[src/rtl/alu_seq_if.sv]
// alu_seq_unit command/result bus.
// Carries the valid/ready handshake, the decode fields, the operands and the result.
interface alu_seq_if #(
  parameter int XLEN = 32
);
  logic            in_valid;
  logic            in_ready;
  logic [2:0]      alu_op;
  logic [2:0]      funct3;
  logic            funct7b5;
  logic [XLEN-1:0] op_a;
  logic [XLEN-1:0] op_b;
  logic            out_valid;
  logic            out_ready;
  logic [XLEN-1:0] result;
  logic            zero;
  logic            illegal;

  modport master (
    output in_valid, alu_op, funct3, funct7b5,
    output op_a, op_b, out_ready,
    input  in_ready, out_valid, result, zero, illegal
  );

  modport slave (
    input  in_valid, alu_op, funct3, funct7b5,
    input  op_a, op_b, out_ready,
    output in_ready, out_valid, result, zero, illegal
  );
endinterface

[src/rtl/alu_seq_unit.sv]
// Handshaked decode+execute unit: 1-cycle ALU ops, 1 bit/cycle shifts.
// Define ALU_SEQ_MUL_EN to build the iterative shift-add multiplier.
module alu_seq_unit #(
  parameter int XLEN = 32
) (
  input logic       clk,
  input logic       rst_n,
  input logic       flush,
  alu_seq_if.slave  bus
);
  localparam int SHW = $clog2(XLEN);
  localparam int CW  = SHW + 1;

  typedef enum logic [1:0] {
    IDLE  = 2'd0,
    SHIFT = 2'd1,
`ifdef ALU_SEQ_MUL_EN
    MUL   = 2'd2,
`endif
    DONE  = 2'd3
  } state_t;

  typedef enum logic [3:0] {
    K_ADD, K_SUB, K_SLL, K_SLT, K_SLTU, K_XOR,
    K_SRL, K_SRA, K_OR, K_AND, K_MUL, K_ILL
  } kind_t;

  state_t          r_state, w_state;
  kind_t           w_kind;
  logic [XLEN-1:0] w_alu, w_sh, w_fin;
  logic [XLEN-1:0] r_acc, w_acc;
  logic [XLEN-1:0] r_result, w_result;
  logic [CW-1:0]   r_cnt, w_cnt;
  logic [SHW-1:0]  w_shamt;
  logic            r_shl, w_shl, r_sra, w_sra;
  logic            r_zero, w_zero;
  logic            r_illegal, w_illegal;
  logic            w_done, w_fin_ill, w_is_sh;
`ifdef ALU_SEQ_MUL_EN
  logic [XLEN-1:0] r_ma, w_ma, r_mb, w_mb, w_mac;
`endif

  assign w_shamt = bus.op_b[SHW-1:0];
  assign w_is_sh = (w_kind == K_SLL) || (w_kind == K_SRL) ||
                   (w_kind == K_SRA);
  assign w_sh    = r_shl ? {r_acc[XLEN-2:0], 1'b0}
                         : {r_sra & r_acc[XLEN-1], r_acc[XLEN-1:1]};
`ifdef ALU_SEQ_MUL_EN
  assign w_mac   = r_mb[0] ? r_acc + r_ma : r_acc;
`endif

  // Decode alu_op/funct3/funct7b5 into an operation kind.
  always_comb begin
    w_kind = K_ILL;
    unique case (bus.alu_op)
      3'b000: w_kind = K_ADD;
      3'b001: w_kind = K_SUB;
      3'b010, 3'b011: begin
        unique case (bus.funct3)
          3'b000: w_kind = (bus.alu_op == 3'b010 && bus.funct7b5)
                           ? K_SUB : K_ADD;
          3'b001: w_kind = K_SLL;
          3'b010: w_kind = K_SLT;
          3'b011: w_kind = K_SLTU;
          3'b100: w_kind = K_XOR;
          3'b101: w_kind = bus.funct7b5 ? K_SRA : K_SRL;
          3'b110: w_kind = K_OR;
          3'b111: w_kind = K_AND;
        endcase
      end
`ifdef ALU_SEQ_MUL_EN
      3'b100: w_kind = K_MUL;
`endif
      default: w_kind = K_ILL;
    endcase
  end

  // Single-cycle result; a shift by zero passes op_a through.
  always_comb begin
    w_alu = '0;
    case (w_kind)
      K_ADD:  w_alu = bus.op_a + bus.op_b;
      K_SUB:  w_alu = bus.op_a - bus.op_b;
      K_SLT:  w_alu = {{(XLEN-1){1'b0}},
                       $signed(bus.op_a) < $signed(bus.op_b)};
      K_SLTU: w_alu = {{(XLEN-1){1'b0}}, bus.op_a < bus.op_b};
      K_XOR:  w_alu = bus.op_a ^ bus.op_b;
      K_OR:   w_alu = bus.op_a | bus.op_b;
      K_AND:  w_alu = bus.op_a & bus.op_b;
      K_SLL, K_SRL, K_SRA: w_alu = bus.op_a;
      default: w_alu = '0;
    endcase
  end

  // Next state and datapath; flush overrides everything.
  always_comb begin
    w_state   = r_state;
    w_acc     = r_acc;
    w_cnt     = r_cnt;
    w_shl     = r_shl;
    w_sra     = r_sra;
    w_result  = r_result;
    w_zero    = r_zero;
    w_illegal = r_illegal;
    w_done    = 1'b0;
    w_fin     = '0;
    w_fin_ill = 1'b0;
`ifdef ALU_SEQ_MUL_EN
    w_ma      = r_ma;
    w_mb      = r_mb;
`endif
    case (r_state)
      IDLE: begin
        if (bus.in_valid) begin
          if (w_is_sh && w_shamt != '0) begin
            w_state = SHIFT;
            w_acc   = bus.op_a;
            w_cnt   = {1'b0, w_shamt};
            w_shl   = (w_kind == K_SLL);
            w_sra   = (w_kind == K_SRA);
`ifdef ALU_SEQ_MUL_EN
          end else if (w_kind == K_MUL) begin
            w_state = MUL;
            w_acc   = '0;
            w_ma    = bus.op_a;
            w_mb    = bus.op_b;
            w_cnt   = CW'(XLEN);
`endif
          end else begin
            w_done    = 1'b1;
            w_fin     = w_alu;
            w_fin_ill = (w_kind == K_ILL);
          end
        end
      end
      SHIFT: begin
        w_acc = w_sh;
        w_cnt = r_cnt - CW'(1);
        if (r_cnt == CW'(1)) begin
          w_done = 1'b1;
          w_fin  = w_sh;
        end
      end
`ifdef ALU_SEQ_MUL_EN
      MUL: begin
        w_acc = w_mac;
        w_ma  = {r_ma[XLEN-2:0], 1'b0};
        w_mb  = {1'b0, r_mb[XLEN-1:1]};
        w_cnt = r_cnt - CW'(1);
        if (r_cnt == CW'(1)) begin
          w_done = 1'b1;
          w_fin  = w_mac;
        end
      end
`endif
      DONE: begin
        if (bus.out_ready) w_state = IDLE;
      end
      default: w_state = IDLE;
    endcase
    if (w_done) begin
      w_state   = DONE;
      w_result  = w_fin;
      w_zero    = (w_fin == '0);
      w_illegal = w_fin_ill;
    end
    if (flush) begin
      w_state   = IDLE;
      w_acc     = '0;
      w_cnt     = '0;
      w_result  = '0;
      w_zero    = 1'b0;
      w_illegal = 1'b0;
    end
  end

  // State register.
  always_ff @(posedge clk or negedge rst_n) begin
    if (!rst_n) r_state <= IDLE;
    else        r_state <= w_state;
  end

  // Datapath registers.
  always_ff @(posedge clk or negedge rst_n) begin
    if (!rst_n) begin
      r_acc     <= '0;
      r_cnt     <= '0;
      r_shl     <= 1'b0;
      r_sra     <= 1'b0;
      r_result  <= '0;
      r_zero    <= 1'b0;
      r_illegal <= 1'b0;
`ifdef ALU_SEQ_MUL_EN
      r_ma      <= '0;
      r_mb      <= '0;
`endif
    end else begin
      r_acc     <= w_acc;
      r_cnt     <= w_cnt;
      r_shl     <= w_shl;
      r_sra     <= w_sra;
      r_result  <= w_result;
      r_zero    <= w_zero;
      r_illegal <= w_illegal;
`ifdef ALU_SEQ_MUL_EN
      r_ma      <= w_ma;
      r_mb      <= w_mb;
`endif
    end
  end

  assign bus.in_ready  = (r_state == IDLE);
  assign bus.out_valid = (r_state == DONE);
  assign bus.result    = r_result;
  assign bus.zero      = r_zero;
  assign bus.illegal   = r_illegal;
endmodule

[src/flat_wrapper.sv]
// flat-port wrapper written by rule: the top's interface ports become plain ports
module alu_seq_unit_flat 
#(
  parameter int XLEN = 32
)
  (clk, rst_n, flush, bus_in_valid, bus_alu_op, bus_funct3, bus_funct7b5, bus_op_a, bus_op_b, bus_out_ready, bus_in_ready, bus_out_valid, bus_result, bus_zero, bus_illegal);
  alu_seq_if #(.XLEN(XLEN)) bus_i ();
  input logic clk;
  input logic rst_n;
  input logic flush;
  input wire logic [$bits(bus_i.in_valid)-1:0] bus_in_valid;
  input wire logic [$bits(bus_i.alu_op)-1:0] bus_alu_op;
  input wire logic [$bits(bus_i.funct3)-1:0] bus_funct3;
  input wire logic [$bits(bus_i.funct7b5)-1:0] bus_funct7b5;
  input wire logic [$bits(bus_i.op_a)-1:0] bus_op_a;
  input wire logic [$bits(bus_i.op_b)-1:0] bus_op_b;
  input wire logic [$bits(bus_i.out_ready)-1:0] bus_out_ready;
  output wire logic [$bits(bus_i.in_ready)-1:0] bus_in_ready;
  output wire logic [$bits(bus_i.out_valid)-1:0] bus_out_valid;
  output wire logic [$bits(bus_i.result)-1:0] bus_result;
  output wire logic [$bits(bus_i.zero)-1:0] bus_zero;
  output wire logic [$bits(bus_i.illegal)-1:0] bus_illegal;
  assign bus_i.in_valid = bus_in_valid;
  assign bus_i.alu_op = bus_alu_op;
  assign bus_i.funct3 = bus_funct3;
  assign bus_i.funct7b5 = bus_funct7b5;
  assign bus_i.op_a = bus_op_a;
  assign bus_i.op_b = bus_op_b;
  assign bus_i.out_ready = bus_out_ready;
  assign bus_in_ready = bus_i.in_ready;
  assign bus_out_valid = bus_i.out_valid;
  assign bus_result = bus_i.result;
  assign bus_zero = bus_i.zero;
  assign bus_illegal = bus_i.illegal;
  alu_seq_unit #(.XLEN(XLEN)) u_core (.clk(clk), .rst_n(rst_n), .flush(flush), .bus(bus_i));
endmodule
[config.mk]
export PLATFORM = sky130hd
export DESIGN_NAME = alu_seq_unit_flat
export DESIGN_NICKNAME = d
export VERILOG_FILES = /design/src/rtl/alu_seq_if.sv /design/src/rtl/alu_seq_unit.sv /design/src/flat_wrapper.sv
export SDC_FILE = /design/constraint.sdc
export NUM_CORES = 1
export LEC_CHECK = 0
export CAP_MARGIN = 20
export CORE_ASPECT_RATIO = 2
export CORE_UTILIZATION = 64
export CTS_CLUSTER_SIZE = 12
export DETAILED_ROUTE_END_ITERATION = 6
export GPL_TIMING_DRIVEN = 0
export PLACE_DENSITY = 0.89
export SLEW_MARGIN = 40
export SYNTH_ARGS = -nofsm -noshare
export SYNTH_HDL_FRONTEND = slang
export SYNTH_SLANG_ARGS = --single-unit
[constraint.sdc]
create_clock -name clk -period 6.5 [get_ports clk]
set_input_delay 0.975 -clock clk [delete_from_list [all_inputs] [get_ports clk]]
set_output_delay 0.975 -clock clk [all_outputs]
set_load 0.005 [all_outputs]
==> results.toml, run 1 <==
[outcome]
status = "aborted with a tool error"
haltStage = "5_1_grt"
error_line = "[ERROR GRT-0116] Global routing finished with congestion. Check the congestion regions in the DRC Viewer."

[logic_synthesis]
synth_top_area_cell = "dfrtp_1"
synth_commonest_cells = "152 x a21oi_1, 147 x nand2_1, 140 x nor2_1"
syn-cell-area_sq_um = 10200
synth_edf_count = 0
synth_cell_types = 92
syn_area_per_cell_sq_um = 7.25
async_flop_share_pct = 100
synth-main-ff-cell = "dfrtp_1"
synth_fp_nets = 1582
yosys_warnings = 0
synthCells = 1406
ys_seq_area_share_pct = 18.7
synthTopCellsByArea = "dfrtp_1 19%, ha_1 12%, a21oi_1 7.5%"
ys_seq_elements = 76
synth.most_common_cell = "a21oi_1"
synth.top_cell.area_share_pct = 18.7

[place]
hpwl_mm = 35.7
post_dp_cell_area_sq_um = 11600
gp_congestion = 1.18
io_buffers = 110

[clocking]
cts_buffer_depth = 2
cts_resized = 0
postCtsSetupBuffers = 0
holdBufCountCts = 0
h-tree-depth = 3
cts-buffers-inserted = 9
clock_sinks = 76
clockRootBuffer = "clkbuf_16"

[grt]
grt_pass1_wl_mm = 76.0
grt_pass1_vias = 13300
grt_max_degree = 61
grt_overflow_total = 6
track_usage_pct = 60.1

[die]
dieHeight_um = 180
num_rows = 64
die_x_um = 91.2
ios = 112
initial_core_util_pct = 65.9
## through the flow
step           instances  utilization (%)  hold slack, ns  worst slack [ns]
2_1_floorplan       1406                -           0.482              2.74
3_3_place_gp        1714             74.7           0.495             0.463
3_5_place_dp        1715             74.8           0.506             0.723
4_1_cts             1730             76.9           0.462             0.999
## logic make-up after synthesis
| family | after synthesis | share of synthesized area [%] |
|---|---|---|
| AOI/OAI and AO/OA | 509 | 34.0 |
| xor gates and xnor gates | 17 | 1.46 |
| adders and majority gates | 100 | 12.4 |
| buffers and inverters | 200 | 8.13 |
| DFF | 76 | 18.7 |
| muxes | 36 | 3.62 |
| and+or+nand+nor | 468 | 21.7 |
## per-layer routing
metal / GRT overflow / global-route usage (%)
met3: 0 / 26.6
met1: 0 / 61.4
met2: 1 / 87.7
met4: 5 / 61.9
met5: 0 / 0.309
==> inputs of run 2 (changes only) <==
--- a/config.mk
+++ b/config.mk
@@ -6,12 +6,10 @@
 export NUM_CORES = 1
 export LEC_CHECK = 0
 export CAP_MARGIN = 20
-export CORE_ASPECT_RATIO = 2
-export CORE_UTILIZATION = 64
-export CTS_CLUSTER_SIZE = 12
+export CORE_UTILIZATION = 40
 export DETAILED_ROUTE_END_ITERATION = 6
 export GPL_TIMING_DRIVEN = 0
-export PLACE_DENSITY = 0.89
+export PLACE_DENSITY_LB_ADDON = 0.15
 export SLEW_MARGIN = 40
 export SYNTH_ARGS = -nofsm -noshare
 export SYNTH_HDL_FRONTEND = slang
==> results.toml, run 2 <==
[clocking]
h-tree-depth = 3
cts_resized = 0
cts_buffer_depth = 2
clk_pin_slew_ns = 0.06
clockRootBuffer = "clkbuf_16"
holdBufCountCts = 0
cts-buffers-inserted = 9
clk_latency_ns = 0.34
clock_sinks = 76
postCtsSetupBuffers = 0
cts_tree = "yes"

[routing]
route.vias.total = 11900
wirelength_mm = 47.6
wl_per_cell_um = 25.5
wl_met1_mm = 19.9
route.detailed.drc = 0
wl_met3_mm = 3.93
highest_layer = "met4"
viasPerCell = 6.38
drtIter0Drc = 1523
firstDrtPassIters = 5
met2WireLength_mm = 20.7
ant_nets = 0

[logic_synthesis]
syn-cell-area_sq_um = 10200
synthTopCellsByArea = "dfrtp_1 19%, ha_1 12%, a21oi_1 7.5%"
synth_fp_nets = 1582
ys_seq_elements = 76
async_flop_share_pct = 100
synth-main-ff-cell = "dfrtp_1"
synthCells = 1406
synth_edf_count = 0
syn_area_per_cell_sq_um = 7.25
synth_commonest_cells = "152 x a21oi_1, 147 x nand2_1, 140 x nor2_1"
ys_seq_area_share_pct = 18.7
synth.top_cell.area_share_pct = 18.7
synth_cell_types = 92
synth.most_common_cell = "a21oi_1"
synth_top_area_cell = "dfrtp_1"
yosys_warnings = 0

[worst_setup_path]
cp.arrival_ns = 5.79
endpoint_kind = "flip-flop"
path_class = "in -> reg"
worstPathRequired_ns = 6.76
startpoint_type = "primary input"
critical_path.max_fanout = 10

[grt]
grt_overflow_total = 0
grt_max_degree = 58
grt_pass1_wl_mm = 70.0
antenna_found_initial = 0
grt_pass1_vias = 11100
track_usage_pct = 36.1

[die]
die-area_sq_um = 26100
die_x_um = 162
core-area_sq_um = 25100
ios = 112
initial_core_util_pct = 40.6
num_rows = 58
dieHeight_um = 162

[cells_and_area]
insertedDiodeCount = 0
area_delta_synth_final_pct = 18.7
fillers = 2627
multi_input_area_sq_um = 7480
drive_gt1_share_pct = 6.13
final_common_cell = "a21oi_1"
nNetsFinal = 1705
final_cell_mix = "152 x a21oi_1, 147 x nand2_1, 140 x nor2_1"
regArea_sq_um = 1900

[sta]
setup_viol = 0
skew_ns = 0.00843
hold_violations = 0
worst_pin_slew_ns = 0.963
rsz0062_at_grt = "false"
period_share_pct = 84.9
slew_headroom_pct = 35.5
max_freq_mhz = 181
fin_crit_ns = 5.52
fin_setup_tns_ns = 0
finalMaxSlewViolations = 0

[place]
gp_congestion = 1.01
io_buffers = 110
hpwl_mm = 37.7

[power]
p_per_area_nw_per_um2 = 172
leakage_nw = 5.02
max-vdd-ir-drop_mv = 0.115
p_total_mw = 2.09

[outcome]
status = "finished clean"

[run]
drv_cap = 0

[min_path]
worstHoldPathType = "in -> async"
run 2: cell counts after synthesis:
Identical to the previous run, type by type.
run 2: worst max-delay path, stage by stage:
cell and delay (ns):
clkdlybuf4s50_1 0.57, inv_1 0.15, ha_1 0.29, buf_2 0.21, nor2b_1 0.09, a2111oi_1 0.61, o311ai_0 0.33, o211ai_1 0.67
o2111ai_1 0.29, a31oi_1 0.35, mux2i_1 0.23, o2111ai_1 0.13, a211oi_1 0.59, nand3_1 0.15, o21ai_1 0.14
run 2: layout make-up:
class | count | share of cell area [%]
tap | 330 | 3.41
timing repair buffer | 112 | 9.38
inverter | 102 | 3.17
clock buffer | 10 | 1.89
buffer | 98 | 3.68
multi-input combinational | 1130 | 61.8
sequential | 76 | 15.7
clock inverter | 6 | 0.921
run 2: kinds of logic after synthesis:
| group | after synthesis | share of synthesized area (%) |
|---|---|---|
| flops | 76 | 18.7 |
| simple gates | 468 | 21.7 |
| mux | 36 | 3.62 |
| fa+ha+maj | 100 | 12.4 |
| compound gates | 509 | 34.0 |
| xor+xnor | 17 | 1.46 |
| buf+inv | 200 | 8.13 |
run 2: power breakdown:
part	total [mW]	switching [mW]	internal (mW)
clock network	0.581	0.206	0.376
registers	0.547	0.0350	0.512
logic	0.958	0.625	0.333
total	2.09	0.865	1.22
run 2: final timing paths:
kind	start	endpoint	slack, ns	cells past startpoint
worst max register to register	u_core.r_state[0]$_DFFE_PN0P_	u_core.bus.zero$_DFFE_PN0P_	2.22	10
max in group asynchronous	rst_n	u_core.r_cnt[2]$_DFFE_PN0P_	5.47	2
min in group clk	u_core.r_cnt[5]$_DFFE_PN0P_	u_core.r_cnt[5]$_DFFE_PN0P_	0.52	2
worst max-delay path	bus_op_a[10]	u_core.bus.zero$_DFFE_PN0P_	0.98	15
worst min register to register	u_core.r_cnt[5]$_DFFE_PN0P_	u_core.r_cnt[5]$_DFFE_PN0P_	0.52	2
worst min-delay path	rst_n	u_core.bus.result[19]$_DFFE_PN0P_	0.47	1
run 2: stage by stage:
stage / area [sq um] / hold slack (ns) / util (%) / setup WS [ns] / std cells
final: 12100 / 0.473 / 48.2 / 0.980 / 1864
after global routing: 12100 / 0.481 / 48.2 / 0.740 / 1864
after CTS: 12100 / 0.475 / 48.1 / 0.975 / 1864
after detailed placement: 11700 / 0.511 / 46.8 / 0.619 / 1848
after global placement: 11700 / 0.505 / 46.6 / 0.704 / 1846
after floorplan: 10200 / 0.482 / - / 2.74 / 1406
run 2: metal layers:
layer | GRT usage, % | up-vias
li1 | - | 5392
met5 | 0 | -
met2 | 55.5 | 717
met1 | 49.1 | 5653
met3 | 3.75 | 137
met4 | 21.0 | 0
Power figures use the tool's default switching activity.
